**src/rtl/stk_pipe_ad.sv**
```systemverilog
// Multi-context stack admission stage: single-entry admission slot feeding a registered
// lookup stage, with per-context occupancy tracking and descriptor-allocation strobes.
module stk_pipe_ad #(
   parameter int CTXT_N = 4,
   parameter int DATA_W = 32,
   parameter int CNT_W  = 8,
   localparam int CTXT_W = (CTXT_N > 1) ? $clog2(CTXT_N) : 1
) (
   input  logic              clk,
   input  logic              arst,
   input  logic              i_cmd_vld,
   input  logic              i_cmd_op,
   input  logic [CTXT_W-1:0] i_cmd_ctxt,
   input  logic [DATA_W-1:0] i_cmd_dat,
   output logic              o_cmd_rdy,
   output logic              o_ad_alloc,
   input  logic              i_ad_empty_r,
   input  logic              i_ad_busy_r,
   input  logic              i_lk_stall,
   output logic              o_lk_vld_r,
   output logic              o_lk_op_r,
   output logic [CTXT_W-1:0] o_lk_ctxt_r,
   output logic [DATA_W-1:0] o_lk_dat_r,
   output logic              o_lk_err_r
);

   typedef enum logic [0:0] {ST_INIT = 1'b0, ST_RUN = 1'b1} state_t;

   localparam logic [CNT_W-1:0] CNT_MAX  = {CNT_W{1'b1}};
   localparam logic [CNT_W-1:0] CNT_ZERO = {CNT_W{1'b0}};
   localparam logic [CNT_W-1:0] CNT_ONE  = {{(CNT_W-1){1'b0}}, 1'b1};

   state_t              state_q, state_d;
   logic                ad_vld_q, ad_vld_d;
   logic                ad_op_q, ad_op_d;
   logic [CTXT_W-1:0]   ad_ctxt_q, ad_ctxt_d;
   logic [DATA_W-1:0]   ad_dat_q, ad_dat_d;
   logic [CNT_W-1:0]    cnt_q [CTXT_N];

   logic                run_s;
   logic                issue_s;
   logic                accept_s;
   logic                err_s;
   logic [CNT_W-1:0]    cur_cnt_s;

   // Handshake, issue and error classification for the command in the admission slot
   always_comb begin
      run_s     = (state_q == ST_RUN);
      issue_s   = ad_vld_q & ~i_lk_stall;
      o_cmd_rdy = run_s & (~ad_vld_q | issue_s);
      accept_s  = i_cmd_vld & o_cmd_rdy;
      cur_cnt_s = cnt_q[ad_ctxt_q];
      if (ad_op_q) begin
         err_s = i_ad_empty_r | (cur_cnt_s == CNT_MAX);
      end else begin
         err_s = (cur_cnt_s == CNT_ZERO);
      end
      o_ad_alloc = issue_s & ad_op_q & ~err_s;
   end

   // Next state: leave INIT once the allocator has finished initialising
   always_comb begin
      state_d = state_q;
      case (state_q)
         ST_INIT: begin
            if (!i_ad_busy_r) begin
               state_d = ST_RUN;
            end else begin
               state_d = ST_INIT;
            end
         end
         ST_RUN:  state_d = ST_RUN;
         default: state_d = ST_INIT;
      endcase
   end

   // Admission slot next value: a new accept overwrites, a bare issue empties it
   always_comb begin
      ad_vld_d  = ad_vld_q;
      ad_op_d   = ad_op_q;
      ad_ctxt_d = ad_ctxt_q;
      ad_dat_d  = ad_dat_q;
      if (accept_s) begin
         ad_vld_d  = 1'b1;
         ad_op_d   = i_cmd_op;
         ad_ctxt_d = i_cmd_ctxt;
         ad_dat_d  = i_cmd_dat;
      end else if (issue_s) begin
         ad_vld_d  = 1'b0;
      end else begin
         ad_vld_d  = ad_vld_q;
      end
   end

   // FSM state and admission slot registers
   always_ff @(posedge clk or posedge arst) begin
      if (arst) begin
         state_q   <= ST_INIT;
         ad_vld_q  <= 1'b0;
         ad_op_q   <= 1'b0;
         ad_ctxt_q <= {CTXT_W{1'b0}};
         ad_dat_q  <= {DATA_W{1'b0}};
      end else begin
         state_q   <= state_d;
         ad_vld_q  <= ad_vld_d;
         ad_op_q   <= ad_op_d;
         ad_ctxt_q <= ad_ctxt_d;
         ad_dat_q  <= ad_dat_d;
      end
   end

   // Per-context occupancy; errored commands leave the counts untouched
   always_ff @(posedge clk or posedge arst) begin
      if (arst) begin
         for (int i = 0; i < CTXT_N; i++) begin
            cnt_q[i] <= CNT_ZERO;
         end
      end else if (issue_s && !err_s) begin
         if (ad_op_q) begin
            cnt_q[ad_ctxt_q] <= cur_cnt_s + CNT_ONE;
         end else begin
            cnt_q[ad_ctxt_q] <= cur_cnt_s - CNT_ONE;
         end
      end
   end

   // Lookup-stage register: valid for one cycle per issue, payload held otherwise
   always_ff @(posedge clk or posedge arst) begin
      if (arst) begin
         o_lk_vld_r  <= 1'b0;
         o_lk_op_r   <= 1'b0;
         o_lk_ctxt_r <= {CTXT_W{1'b0}};
         o_lk_dat_r  <= {DATA_W{1'b0}};
         o_lk_err_r  <= 1'b0;
      end else if (issue_s) begin
         o_lk_vld_r  <= 1'b1;
         o_lk_op_r   <= ad_op_q;
         o_lk_ctxt_r <= ad_ctxt_q;
         o_lk_dat_r  <= ad_dat_q;
         o_lk_err_r  <= err_s;
      end else begin
         o_lk_vld_r  <= 1'b0;
      end
   end

endmodule

```
**config.mk**
```make
export PLATFORM = sky130hd
export DESIGN_NAME = stk_pipe_ad
export DESIGN_NICKNAME = d
export VERILOG_FILES = /design/src/rtl/stk_pipe_ad.sv
export SDC_FILE = /design/constraint.sdc
export NUM_CORES = 1
export LEC_CHECK = 0
export ABC_AREA = 1
export CORE_ASPECT_RATIO = 1.4
export CORE_MARGIN = 10
export CORE_UTILIZATION = 30
export DETAILED_ROUTE_END_ITERATION = 8
export GPL_TIMING_DRIVEN = 1
export PLACE_DENSITY = 0.62
export SLEW_MARGIN = 10
export SYNTH_ARGS = -nofsm -noshare
export SYNTH_HDL_FRONTEND = slang
export SYNTH_SLANG_ARGS = --single-unit
```
**constraint.sdc**
```tcl
create_clock -name clk -period 3.9 [get_ports clk]
set_clock_uncertainty 0.1 [all_clocks]
set_input_delay 0.585 -clock clk [delete_from_list [all_inputs] [get_ports clk]]
set_output_delay 0.585 -clock clk [all_outputs]
set_load 0.005 [all_outputs]
```
* Word-level counts from Yosys, hierarchy flattened
Cells that the tools add are included.
** Word-level totals
- Flip-flop bits (word level) :: 106
- Input bits :: 41
** Cells by class
- Reductions and logical operators :: 5
- Mux-type cells :: 14
- Add/subtract/negate cells :: 2
- Order comparisons :: 2
- Equal/unequal tests :: 1
- Bitwise gates (word level) :: 12
** Operators by type and width (count)
- 32-bit bitwise mux :: 2
- 32-bit 2-to-1 mux :: 1
- 8-bit 2-to-1 mux :: 3
- 8-bit binary-select mux with 2-bit select :: 1
- 8-bit demux with 2-bit select :: 1
- 8-bit by 1-bit adder with 8-bit output, second input constant :: 1
- 8-bit equality test, second input constant :: 1
- 8-bit logical NOT :: 1
- 8-bit by 1-bit subtractor with 8-bit output, second input constant :: 1
- 1-bit AND :: 5
- 1-bit 2-to-1 mux :: 5
- 1-bit NOT :: 4
- 3-bit greater-or-equal comparator, second input constant :: 1
- 3-bit by 1-bit < comparator with 1-bit output, second input constant :: 1
- 2-bit NOT with 3-bit output :: 1
- 1-bit logical AND :: 2
- 1-bit OR :: 2
- 1-bit one-hot mux with 2 select lines :: 1
- 2-bit nonzero test :: 1
- 1-bit logical NOT :: 1

* Logic depth before layout (Yosys ltp)
Gate-level depths: netlist of run 1.
- Depth in word-level cells :: 9
- Gate-level depth with buffers :: 16
- Depth with buffers taken out :: 15

* Least setup slack after synthesis of run 1
OpenSTA, ideal clock, no wires.
- Path kind :: register to output
- Start point :: register ad_ctxt_q[0]
- End point :: output port o_ad_alloc
- Path buffers :: 2
- Required time :: 3.215 ns
- Arrival :: 1.757 ns
- Slack :: 1.458 ns
- Cell stages (with the launch flop) :: 14
- Cell sequence :: dfrtp_1 > buf_6 > buf_6 > nand2_1 > nand2_1 > nand2_1 > nand2_1 > inv_1 > ha_1 > nand2_1 > nor2_1 > nand3_4 > nand3_4 > nor2_1
** On the way
- Longest elaborated chain between the ends :: 9
** Ends and longest elaborated chain
- from (decl) :: RTL line 36 : logic [CTXT_W-1:0] ad_ctxt_q, ad_ctxt_d;
- from (signal assigned) :: RTL line 101 : ad_ctxt_q <= {CTXT_W{1'b0}};
- from (signal assigned) :: RTL line 107 : ad_ctxt_q <= ad_ctxt_d;
- 2-bit NOT with 3-bit output (not written as such) * :: RTL line 52 : cur_cnt_s = cnt_q[ad_ctxt_q];
- 8-bit binary-select mux with 2-bit select * :: RTL line 52
- 8-bit 2-to-1 mux (not written as such) * (2 in series) :: RTL line 52
- 8-bit equality test :: RTL line 54 : err_s = i_ad_empty_r | (cur_cnt_s == CNT_MAX);
- 1-bit OR :: RTL line 54
- 1-bit 2-to-1 mux * :: RTL line 53 : if (ad_op_q) begin
- 1-bit NOT * :: RTL line 58 : o_ad_alloc = issue_s & ad_op_q & ~err_s;
- 1-bit AND * :: RTL line 58
- to (decl) :: RTL line 16 : output logic o_ad_alloc,
Every way passes the cells marked *; elsewhere a longest branch is shown, timed or not. The select of a mux whose other input is x is not followed.

* Final worst setup path of run 1
Ends and elaborated chain as after synthesis.

==> flow_metrics.env, run 1 <==
export IMPL_cp_start_kind="flop"
export IMPL_insertedDiodeCount=0
export IMPL_power_density_nw_per_um2=590
export IMPL_path_class="reg2out"
export IMPL_dieWidth_um=126
export IMPL_fp_coreArea_um2=15500
export IMPL_r2r_cells=14
export IMPL_cts_root_buf="clkbuf_16"
export IMPL_overflow=0
export IMPL_track_usage_pct=11.6
export IMPL_synthesis_nets=575
export IMPL_reg2reg_from="ad_ctxt_q[0]$_DFFE_PP0P_"
export IMPL_synth_area_top_cells="dfrtp_1, nand2_1, mux2_2, nor2_4, nand3_1"
export IMPL_insertion_delay_ns=0.35
export IMPL_drt_total_wl_um=12300
export IMPL_antenna_left=0
export IMPL_die_area_um2=21300
export IMPL_worst_slew_pin_slew_ns=0.930
export IMPL_synth_top_area_share_pct=55.9
export IMPL_startpoint="ad_ctxt_q[0]$_DFFE_PP0P_"
export IMPL_cts_resized=0
export IMPL_use_met3_pct=3.97
export IMPL_grtUsageMet2_pct=20.6
export IMPL_critical_path_required_ns=3.21
export IMPL_p_leak_nw=3.02
export IMPL_htreeDepth=3
export IMPL_grt_pass1_wl_um=20400
export IMPL_cts_buffers=9
export IMPL_syn_area_um2=4740
export IMPL_grt_start_max_net_pins=63
export IMPL_antenna_found_initial=0
export IMPL_io_pins=80
export IMPL_cpPeakStageDelay_ns=0.53
export IMPL_layout_nets=653
export IMPL_synth_seq_cells=106
export IMPL_syn_inst=531
export IMPL_post_cts_buffers=0
export IMPL_drive_gt1_share_pct=12.5
export IMPL_path_delay_family="buffers and inverters"
export IMPL_drt_iter0_drc=185
export IMPL_hold_buffers=0
export IMPL_yosysWarnings=0
export IMPL_crit_chain="inv_2 -> nand2_1 -> nand2_1 -> nand2_1 -> nand2_1 -> inv_1 -> ha_1 -> nand2_1 -> nor2_1 -> nand3_4 -> nand3_4 -> nor2_1 -> clkdlybuf4s50_1"
export IMPL_crit_path_end="o_ad_alloc"
export IMPL_finalMaxSlewViolations=0
export IMPL_min_period_ns=3.61
export IMPL_dr_pass1_iters=4
export IMPL_grt_busiest_layer="met2"
export IMPL_cts_sinks=106
export IMPL_viasPerCell=4.61
export IMPL_fmax_ghz=0.277
export IMPL_rsz0062_at_grt="no"
export IMPL_fin_tns_setup_ns=0
export IMPL_utilization_pct=39.0
export IMPL_ir_drop_uv=269
export IMPL_path_depth=13
export IMPL_port_buffer_count=79
export IMPL_arrival_ns=2.92
export IMPL_num_vias=3737
export IMPL_clk_path_buf_depth=2
export IMPL_start_util_pct=30.5
export IMPL_grt_pass1_vias=4001
export IMPL_hold_viol=0
export IMPL_syn_avg_cell_area_um2=8.94
export IMPL_final_common_cell="nand2_1"
export IMPL_layout_common_cells="nand2_1, dfrtp_1, clkdlybuf4s50_1"
export IMPL_fillCellCount=1569
export IMPL_post_route_period_util_pct=92.5
export IMPL_setup_violations=0
export IMPL_yosysUniqueCellTypes=28
export IMPL_met1_usage_pct=12.0
export IMPL_clk_pin_slew_worst_paths_ns=0.08
export IMPL_dp_hpwl_um=8810
export IMPL_rows=54
export IMPL_rrSetupSlack_ns=1.36
export IMPL_crit_buf_inv=3
export IMPL_ys_seq_area_share_pct=55.9
export IMPL_gp_congestion=0.874
export IMPL_synthDominantAreaCellType="dfrtp_1"
export IMPL_route_detailed_drc=0
export IMPL_area_growth_syn_to_layout_pct=27.7
export IMPL_cts_tree="done"
export IMPL_cp_slowest_cell="clkdlybuf4s50_1"
export IMPL_worst_setup_path_end_kind="output port"
export IMPL_die_y_um=169
export IMPL_maxCapViolCount=0
export IMPL_outcome="completed"
export IMPL_cpMostUsedCell="nand2_1"
export IMPL_hp_class="reg2reg"
export IMPL_detail_route_wl_per_cell_um=15.1
export IMPL_crit_fanout=17
export IMPL_slew_headroom_pct=37.8
==> stage by stage <==
stage	cell area [µm²]	worst slack (ns)	hold WS, ns	total power, mW	std cells
2_1_floorplan	4740	0.426	0.314	2.19	531
3_3_place_gp	5740	0.724	0.329	2.61	794
3_5_place_dp	5740	0.668	0.331	2.63	794
4_1_cts	6060	0.273	0.349	3.61	810
5_1_grt	6060	0.0248	0.358	3.82	810
6_report	6060	0.293	0.346	3.58	810
==> report_power, final <==
part | switching, mW | total [mW] | internal [mW]
sequential | 0.187 | 1.56 | 1.37
clock | 0.451 | 0.967 | 0.516
combinational | 0.586 | 1.05 | 0.464
total | 1.22 | 3.58 | 2.35
==> cell usage after synthesis <==
cell,number
buf_6,3
clkinv_1,1
nor2_1,15
nand4_1,2
mux2_2,32
dfrtp_1,106
nand4_2,4
nand2_2,2
a21oi_2,1
a21oi_1,4
nor2_4,7
o21ai_0,3
clkbuf_1,8
buf_2,2
buf_1,2
o21ai_1,1
o22ai_1,1
o21a_1,1
nand3_4,3
nor2_2,4
nand3_1,13
ha_1,3
xnor2_1,1
buf_4,1
inv_1,11
nand2_1,296
xor2_1,2
inv_2,2
==> how the worst min path moves through the flow <==
stage                          from  depth (start not counted)               to  slack [ns]
floorplan           run_s$_DFF_PP0_                          2  run_s$_DFF_PP0_        0.31
global placement    run_s$_DFF_PP0_                          2  run_s$_DFF_PP0_        0.33
detailed placement  run_s$_DFF_PP0_                          2  run_s$_DFF_PP0_        0.33
CTS                 run_s$_DFF_PP0_                          2  run_s$_DFF_PP0_        0.35
global route        run_s$_DFF_PP0_                          2  run_s$_DFF_PP0_        0.36
finish              run_s$_DFF_PP0_                          2  run_s$_DFF_PP0_        0.35
==> flip-flops by register name, summed over array words and instances, names as in the netlist, 2 cells and up, named ones only <==
| register | count |
|---|---|
| ad_ctxt_q | 2 |
| ad_dat_q | 32 |
| cnt_q | 28 |
| o_lk_ctxt_r | 2 |
| o_lk_dat_r | 32 |
==> cell families (layout without fill, tap and decap cells) <==
group,after synthesis,count (layout),share of synthesized area (%)
fa+ha+maj,3,3,0.791
flops,106,106,55.9
buf+inv,30,113,2.98
compound gates,11,11,1.32
mux,32,32,7.60
xor+xnor,3,3,0.554
simple gates,346,346,30.9
==> area by class of cell <==
class	instances	area, µm²	area share [%]
well taps	196	245	4.05
inverters	14	55.1	0.908
flip-flops and latches	106	2650	43.8
multi-input cells	395	1950	32.2
clock buffers	9	225	3.72
repair buffers	83	833	13.7
clock inverters	7	96.3	1.59
==> metal layers <==
layer | share of wire (%) | wire length [µm]
met1 | 38 | 4680
met2 | 51 | 6250
met3 | 7.6 | 929
met4 | 3.2 | 390
met5 | 0 | 0
==> worst min-delay path: stages, from the launching register on <==
cell and delay (ns):
dfrtp_1 0.33, inv_1 0.05, nand2_1 0.05
(Power assumes the default switching activity.)
==> run 2, diff against run 1 <==
--- a/config.mk
+++ b/config.mk
@@ -16,3 +16,4 @@
 export SYNTH_ARGS = -nofsm -noshare
 export SYNTH_HDL_FRONTEND = slang
 export SYNTH_SLANG_ARGS = --single-unit
+export TNS_END_PERCENT = 5
==> results of run 2 <==
Same layout as run 1: the final DEF is identical, and so are final timing and power.
==> run 3, diff against run 2 <==
--- a/config.mk
+++ b/config.mk
@@ -11,7 +11,7 @@
 export CORE_UTILIZATION = 30
 export DETAILED_ROUTE_END_ITERATION = 8
 export GPL_TIMING_DRIVEN = 1
-export PLACE_DENSITY = 0.62
+export REMOVE_ABC_BUFFERS = 1
 export SLEW_MARGIN = 10
 export SYNTH_ARGS = -nofsm -noshare
 export SYNTH_HDL_FRONTEND = slang
==> run 3 against run 2 <==
  * Via count fell by 0.29%
  * Sequential share of layout area barely moved
  * First-iteration DRC count rose by 8.1%
==> flow_metrics.env, run 3 (same netlist as run 1, synthesis figures left out) <==
export IMPL_port_buffer_count=79
export IMPL_drt_total_wl_um=12700
export IMPL_reg2reg_from="ad_ctxt_q[1]$_DFFE_PP0P_"
export IMPL_p_sw_share_pct=35.7
export IMPL_cts_sinks=106
export IMPL_rrSetupSlack_ns=1.33
export IMPL_slew_headroom_pct=34.8
export IMPL_post_cts_buffers=0
export IMPL_post_route_period_util_pct=93.0
export IMPL_cts_buffers=9
export IMPL_clk_path_buf_depth=2
export IMPL_p_leak_nw=3.02
export IMPL_antenna_left=0
export IMPL_critical_path_required_ns=3.21
export IMPL_grt_pass1_wl_um=20500
export IMPL_layout_nets=655
export IMPL_place_ws_ns=0.664
export IMPL_crit_path_end="o_ad_alloc"
export IMPL_min_period_ns=3.63
export IMPL_overflow=0
export IMPL_track_usage_pct=11.8
export IMPL_finalWorstSetupSlack_ns=0.275
export IMPL_num_vias=3726
export IMPL_utilization_pct=39.0
export IMPL_cp_start_kind="flop"
export IMPL_final_common_cell="nand2_1"
export IMPL_grt_pass1_vias=3809
export IMPL_rsz0062_at_grt="no"
export IMPL_reg2reg_to="cnt_q[4]$_DFFE_PP0P_"
export IMPL_arrival_ns=2.94
export IMPL_worst_setup_path_end_kind="output port"
export IMPL_die_y_um=169
export IMPL_drt_iter0_drc=200
export IMPL_top_regs="ad_dat_q (32), o_lk_dat_r (32), cnt_q (28)"
export IMPL_cts_tree="done"
export IMPL_fin_tns_setup_ns=0
export IMPL_grt_start_max_net_pins=81
export IMPL_insertion_delay_ns=0.35
export IMPL_hold_buffers=0
export IMPL_path_class="reg2out"
export IMPL_start_util_pct=30.5
export IMPL_route_detailed_drc=0
export IMPL_clk_pin_slew_worst_paths_ns=0.08
export IMPL_pwr_share_clk_pct=26.2
export IMPL_io_pins=80
export IMPL_setup_violations=0
export IMPL_hold_viol=0
export IMPL_detail_route_wl_per_cell_um=15.7
export IMPL_dr_pass1_iters=6
export IMPL_outcome="completed"
export IMPL_htreeDepth=3
export IMPL_maxCapViolCount=0
export IMPL_antenna_found_initial=0
export IMPL_ir_drop_uv=252
export IMPL_cts_resized=0
export IMPL_power_density_nw_per_um2=591
export IMPL_fp_coreArea_um2=15500
export IMPL_cts_root_buf="clkbuf_16"
export IMPL_startpoint="ad_ctxt_q[1]$_DFFE_PP0P_"
export IMPL_rows=54
export IMPL_combPwrFrac_pct=30.5
export IMPL_area_growth_syn_to_layout_pct=27.6
export IMPL_drive_gt1_share_pct=12.7
export IMPL_die_area_um2=21300
export IMPL_p_switching_mw=1.28
export IMPL_power_internal_mw=2.30
export IMPL_hp_class="reg2reg"
export IMPL_seqPwrFrac_pct=43.3
export IMPL_viasPerCell=4.59
export IMPL_gp_congestion=0.864
export IMPL_layout_common_cells="nand2_1, dfrtp_1, clkdlybuf4s50_1"
export IMPL_worst_slew_pin_slew_ns=0.978
export IMPL_insertedDiodeCount=0
export IMPL_fmax_ghz=0.276
export IMPL_dieWidth_um=126
export IMPL_dp_hpwl_um=9250
export IMPL_r2r_cells=10
export IMPL_finalMaxSlewViolations=0
export IMPL_crit_fanout=14
-- run 3: changes by cell type in the layout (fill, tap and decap cells not counted) --
| cell | before | now |
|---|---|---|
| inv_12 | 0 | 1 |
| buf_12 | 1 | 0 |
| nand2_2 | 3 | 2 |
| bufinv_16 | 1 | 0 |
| clkinv_8 | 2 | 3 |
| nand2_1 | 295 | 296 |
| buf_4 | 3 | 6 |
| clkinvlp_4 | 1 | 0 |
-- run 3: how the worst min path moves through the flow --
stage	from	end	slack [ns]	depth (start not counted)
finish	run_s$_DFF_PP0_	run_s$_DFF_PP0_	0.35	2
global route	o_lk_dat_r[12]$_DFFE_PP0P_	o_lk_dat_r[12]$_DFFE_PP0P_	0.39	2
CTS	run_s$_DFF_PP0_	run_s$_DFF_PP0_	0.36	2
detailed placement	run_s$_DFF_PP0_	run_s$_DFF_PP0_	0.34	2
global placement	run_s$_DFF_PP0_	run_s$_DFF_PP0_	0.34	2
floorplan	run_s$_DFF_PP0_	run_s$_DFF_PP0_	0.31	2
-- run 3: layer usage --
metal / track usage, % / share of wire [%]
met5: 0 / 0
met4: 4.52 / 2.7
met2: 19.8 / 49
met3: 5.60 / 9.8
met1: 12.6 / 38
-- run 3: layout make-up --
cell class | count | area (µm²)
multi-input combinational | 395 | 1950
timing repair buffer | 85 | 836
tap | 196 | 245
fill | 1562 | 9480
inverter | 14 | 55.1
clock inverter | 7 | 91.3
sequential | 106 | 2650
clock buffer | 9 | 225
-- run 3: power groups by stage --
stage	Clock [mW]	Combinational (mW)	Sequential, mW
floorplan	0	0.637	1.53
global placement	0	1.08	1.56
detailed placement	0	1.10	1.57
CTS	0.969	1.11	1.55
global route	1.00	1.22	1.58
finish	0.939	1.09	1.55
-- run 3: worst max-delay path: stages (launching register included) --
cell and delay (ns):
dfrtp_1 0.65, inv_2 0.21, nand2_1 0.15, nand2_1 0.08
inv_1 0.19, ha_1 0.19, nand2_1 0.05, nor2_1 0.19
nand3_4 0.15, nand3_4 0.17, nor2_1 0.08, clkdlybuf4s50_1 0.48
-- run 3: metrics by stage --
| stage | instance area, µm² | hold WS, ns | power, mW | cells |
|---|---|---|---|---|
| 6_report | 6060 | 0.355 | 3.58 | 812 |
| 5_1_grt | 6060 | 0.389 | 3.81 | 812 |
| 4_1_cts | 6060 | 0.359 | 3.63 | 812 |
| 3_5_place_dp | 5740 | 0.340 | 2.67 | 796 |
| 3_3_place_gp | 5740 | 0.338 | 2.64 | 796 |
| 2_1_floorplan | 4660 | 0.314 | 2.17 | 515 |
